[src/rtl/fifo_wr_arb.sv]
// Two-producer round-robin write arbiter feeding a single FIFO write port.
// A grant lasts up to MAX_BURST words and hands off directly to a waiting producer.
module fifo_wr_arb #(
    parameter int unsigned WIDTH     = 8,
    parameter int unsigned MAX_BURST = 4
) (
    input  logic             clk,
    input  logic             rstn,
    input  logic             req0_valid,
    input  logic [WIDTH-1:0] req0_data,
    output logic             req0_ready,
    input  logic             req1_valid,
    input  logic [WIDTH-1:0] req1_data,
    output logic             req1_ready,
    input  logic             fifo_full,
    output logic             fifo_wr_en,
    output logic [WIDTH-1:0] fifo_din,
    output logic [1:0]       grant,
    output logic             busy
);

    typedef enum logic [1:0] {
        IDLE = 2'd0,
        GNT0 = 2'd1,
        GNT1 = 2'd2
    } state_t;

    localparam logic [3:0] LAST_CNT = 4'(MAX_BURST - 1);

    state_t     state;
    state_t     nxt;
    state_t     other;
    logic [3:0] cnt;
    logic [3:0] nxt_cnt;
    logic       last;
    logic       xfer;
    logic       cur_valid;
    logic       oth_valid;

    // Readies are held low while reset is asserted so an in-flight grant never writes.
    always_comb begin
        req0_ready = (state == GNT0) & ~fifo_full & ~rstn;
        req1_ready = (state == GNT1) & ~fifo_full & ~rstn;
        xfer       = (req0_valid & req0_ready) | (req1_valid & req1_ready);
        fifo_wr_en = xfer;
        fifo_din   = '0;
        case (state)
            GNT0:    fifo_din = req0_data;
            GNT1:    fifo_din = req1_data;
            default: fifo_din = '0;
        endcase
    end

    always_comb begin
        cur_valid = (state == GNT1) ? req1_valid : req0_valid;
        oth_valid = (state == GNT1) ? req0_valid : req1_valid;
        other     = (state == GNT1) ? GNT0 : GNT1;
        nxt       = state;
        nxt_cnt   = cnt;
        case (state)
            IDLE: begin
                nxt_cnt = '0;
                if (req0_valid && (!req1_valid || last))
                    nxt = GNT0;
                else if (req1_valid)
                    nxt = GNT1;
            end
            GNT0, GNT1: begin
                if (!cur_valid || (xfer && cnt == LAST_CNT)) begin
                    nxt_cnt = '0;
                    if (oth_valid)
                        nxt = other;
                    else if (cur_valid)
                        nxt = state;
                    else
                        nxt = IDLE;
                end else if (xfer) begin
                    nxt_cnt = cnt + 4'd1;
                end
            end
            default: begin
                nxt     = IDLE;
                nxt_cnt = '0;
            end
        endcase
    end

    // grant/busy are registered from the next state so they track state exactly.
    always_ff @(posedge clk) begin
        if (rstn) begin
            state <= IDLE;
            cnt   <= '0;
            last  <= 1'b1;
            grant <= '0;
            busy  <= 1'b0;
        end else begin
            state <= nxt;
            cnt   <= nxt_cnt;
            if (nxt != IDLE)
                last <= (nxt == GNT1);
            grant <= {nxt == GNT1, nxt == GNT0};
            busy  <= (nxt != IDLE);
        end
    end

endmodule

[config.mk]
export PLATFORM = sky130hd
export DESIGN_NAME = fifo_wr_arb
export DESIGN_NICKNAME = d
export VERILOG_FILES = /design/src/rtl/fifo_wr_arb.sv
export SDC_FILE = /design/constraint.sdc
export NUM_CORES = 1
export LEC_CHECK = 0
export CAP_MARGIN = 15
export CORE_ASPECT_RATIO = 1.4
export CORE_UTILIZATION = 41
export DETAILED_ROUTE_END_ITERATION = 8
export PLACE_DENSITY = 0.77
export SYNTH_ARGS = -nofsm -noshare
export SYNTH_HDL_FRONTEND = slang
export SYNTH_SLANG_ARGS = --single-unit
[constraint.sdc]
create_clock -name clk -period 2.85 [get_ports clk]
set_clock_uncertainty 0.1 [all_clocks]
set_input_delay 0.4275 -clock clk [delete_from_list [all_inputs] [get_ports clk]]
set_output_delay 0.4275 -clock clk [all_outputs]
set_load 0.02 [all_outputs]
==> impl_summary.txt <==
----------------------------------------------------
[Worst setup path]
  Kind of capture point of the worst setup path ... primary output
  CP Class ... reg -> out
  Reg-to-reg startpoint ... state[0]
  Worst setup slack for register-to-register paths ... 640 ps
  Worst setup SP type ... flip-flop
  Buffers and inverters on the worst path ... 1
  Highest-delay cell along the critical path ... sky130_fd_sc_hd__clkdlybuf4s50_1
  Dominant delay contributor by cell family on the critical path ... buffers and inverters
  Reg2reg path depth ... 7
  Crit-path max cell delay ... 630 ps
  Highest fanout seen on the critical path ... 5
  Cells along the critical path ... ha_1 -> a22o_4 -> nor3b_2 -> clkdlybuf4s50_1
  Crit Reg-Reg Endpoint ... last
  Critical path required time ... 2320 ps
  Endpoint arrival time on the critical path ... 2150 ps

[Floorplan]
  Core Rows ... 18
  Initial cell density of the core ... 0.449
  Die W ... 39.5 um
  IO Count ... 35
  Floorplan die area ... 0.00216 mm2
  Die Span Y ... 54.5 um
  Area of the placeable core ... 0.00180 mm2

[Yosys]
  Post-Syn Area ... 808 um2
  Number of cells produced by synthesis ... 89
  Unique cell type count in the Yosys netlist ... 37
  Mapped Nets ... 115
  Number of storage elements in the synthesis netlist ... 10
  Synth warn ... 0
  Average instance area after synthesis ... 9.08 um2
  Portion of the post-synthesis area used by sequential elements ... 0.248

[Pwr]
  Clock power frac ... 0.103
  Net switching power ... 364 uW
  Seq pwr share ... 0.239
  Cell Pwr Density ... 722 mW/mm2
  Cell-internal power ... 489 uW
  Peak supply drop ... 0.556 mV
  Switching share of power ... 0.426
  PnR Total Power ... 853 uW
  Logic pwr share ... 0.658
  Leakage power figure ... 0.448 nW

[CTS]
  TritonCTS sink count ... 10
  Clock input transition at the sequential cells of the worst setup and hold paths ... 60 ps
  # H-tree levels ... 1
  Number of buffers added by the clock tree synthesis step ... 3
  Maximum buffer depth of the clock tree ... 2
  Total setup buffers inserted after CTS ... 0
  Hold-fix buffer count after cts ... 0
  TritonCTS clock tree ... yes
  Root cell of the clock tree ... sky130_fd_sc_hd__clkbuf_4
  Clock latency at the later pin of the worst-skew pair ... 250 ps
  Total of cells resized after clock tree synthesis ... 0

[Global route]
  First-pass GRT wire length ... 2.84 mm
  Overflow left after global routing ... 0
  Pin count of the biggest net entering global routing ... 11
  Via count of the first global-routing pass ... 677
  Overall Global Routing Usage ... 0.193
  Number of antenna violations at the first check in global routing ... 0

[STA]
  Final setup violation count ... 0
  Number of max-slew violations in the final report ... 0
  Relative max-transition margin ... 0.761
  Crit share post-route ... 0.939
  Transition time of the tightest slew-check pin ... 357 ps
  Final min period ... 2680 ps
  Count of endpoints failing hold in the final timing report ... 0
  Unrepaired setup endpoints after global routing ... no
  Fmax achieved ... 374 MHz
  Setup tns final ... 0 ps

[Finish]
  Flip-flop and latch area ... 200 um2
  Most common cell after layout, fill and taps aside ... sky130_fd_sc_hd__clkdlybuf4s50_1
  Final core utilization ... 0.656
  Number of inserted diodes ... 0
  Area of combinational cells with multiple inputs ... 537 um2
  Share of layout cells above drive strength 1 ... 0.152
  Layout Nets ... 153
  Filler instances ... 161
  Commonest non-fill, non-tap cells in the layout ... sky130_fd_sc_hd__clkdlybuf4s50_1 (34), sky130_fd_sc_hd__nor2_1 (16), sky130_fd_sc_hd__dfxtp_1 (10), sky130_fd_sc_hd__a22oi_1 (8), sky130_fd_sc_hd__nand2_1 (6)
  Synthesis-to-layout area growth ... 46.3%

[Place]
  HPWL after detailed placement ... 1.51 mm
  Input/output buffers ... 34
  Weighted congestion reported at the end of routability-driven placement ... 0.859

[Drt]
  Number of DRC markers after the initial detailed-route iteration ... 10
  DRT antenna net count ... 0
  Post-detailed-route DRC marker count ... 0
  Detailed-route via count ... 763
  Post-DR wirelength/cell ... 12.6 um
  Number of detailed-routing iterations run before antenna repair ... 4
  Vias per std cell ... 5.26
  Final routed wirelength across all metal layers ... 1.83 mm

[Hold path]
  Worst Hold Depth ... 2
  Hold WC Path Type ... reg -> reg
  HP Start ... cnt[3]
  Hold-critical path endpoint ... cnt[3]

[Outcome]
  Outcome ... finished clean

[Flow run]
  Reported max-cap violation count ... 0

----------------------------------------------------
-- routing by layer --
metal  wire length (um)  share of wire  vias to the layer above  GRT usage
met5                  0              0                        -          0
met4                 22          0.012                        0      0.103
met3                170          0.093                        4     0.0407
met2                936           0.51                       31      0.363
met1                702           0.38                      336      0.185
li1                   -              -                      392          -
-- power groups by stage --
stage / registers [mW] / clock network (mW) / logic, mW
2_1_floorplan: 0.223 / 0 / 0.364
3_3_place_gp: 0.206 / 0 / 0.555
3_5_place_dp: 0.207 / 0 / 0.566
4_1_cts: 0.204 / 0.0937 / 0.567
5_1_grt: 0.208 / 0.100 / 0.610
6_report: 0.204 / 0.0880 / 0.561
-- registers in the layout, indices dropped and copies added, names as in the netlist --
register	count
busy	1
cnt	4
grant	2
last	1
state	2
-- through the flow --
stage               cell area [um2]  hold slack, ps  setup WS, ps  std cells
floorplan                       808             380           809         89
finish                         1180             411           175        145
global route                   1180             445          50.1        145
detailed placement             1160             401           278        142
CTS                            1180             419           169        145
global placement               1160             403           303        142
-- synthesized netlist by cell type (all sizes together) --
master	instances	share of area
dfxtp	10	0.25
o21ai	1	0.0062
o22ai	1	0.0077
a31oi	2	0.031
nor3b	3	0.048
and4b	1	0.012
mux2	1	0.019
nand3b	1	0.0093
o21bai	1	0.0093
inv	6	0.034
xor2	2	0.022
a22o	3	0.043
nor4	1	0.0077
o311a	1	0.012
a21bo	1	0.012
a21boi	1	0.0093
o31ai	1	0.026
a221oi	1	0.033
nand4	2	0.015
nor2b	1	0.0077
a22oi	8	0.074
nand2	6	0.028
nor2	16	0.074
and2	2	0.019
mux2i	3	0.037
nand3	1	0.0062
nor3	1	0.0062
ha	5	0.077
buf	5	0.054
xnor2	1	0.011
-- kinds of logic after synthesis --
logic type	share of synthesized area
AOI/OAI and AO/OA	0.265
xor gates and xnor gates	0.0325
DFF	0.248
buffers and inverters	0.0882
muxes	0.0557
adders and majority gates	0.0774
and+or+nand+nor	0.234
-- worst max-delay path by stage --
stage / start / end / slack, ps / cells past startpoint
3_5_place_dp: req0_valid / fifo_wr_en / 280 / 4
4_1_cts: state[1] / fifo_wr_en / 170 / 4
6_report: state[1] / fifo_wr_en / 170 / 4
3_3_place_gp: req0_valid / fifo_wr_en / 300 / 4
5_1_grt: state[0] / fifo_din[7] / 50 / 6
2_1_floorplan: state[1] / last / 810 / 8
-- cell type report --
type                       instances  share of cell area
clock buffer                       3              0.0190
tap                               20              0.0212
multi-input combinational         68               0.454
inverter                           6              0.0233
timing repair buffer              38               0.313
sequential                        10               0.169
-- worst reg2reg max path: stages (launching register included) --
cell	delay, ps
sky130_fd_sc_hd__dfxtp_1	440
sky130_fd_sc_hd__inv_1	90
sky130_fd_sc_hd__ha_1	320
sky130_fd_sc_hd__a22o_4	310
sky130_fd_sc_hd__a31oi_2	250
sky130_fd_sc_hd__and2_4	210
sky130_fd_sc_hd__o31ai_4	80
sky130_fd_sc_hd__o311a_1	290
Power figures use the tool's default switching activity.
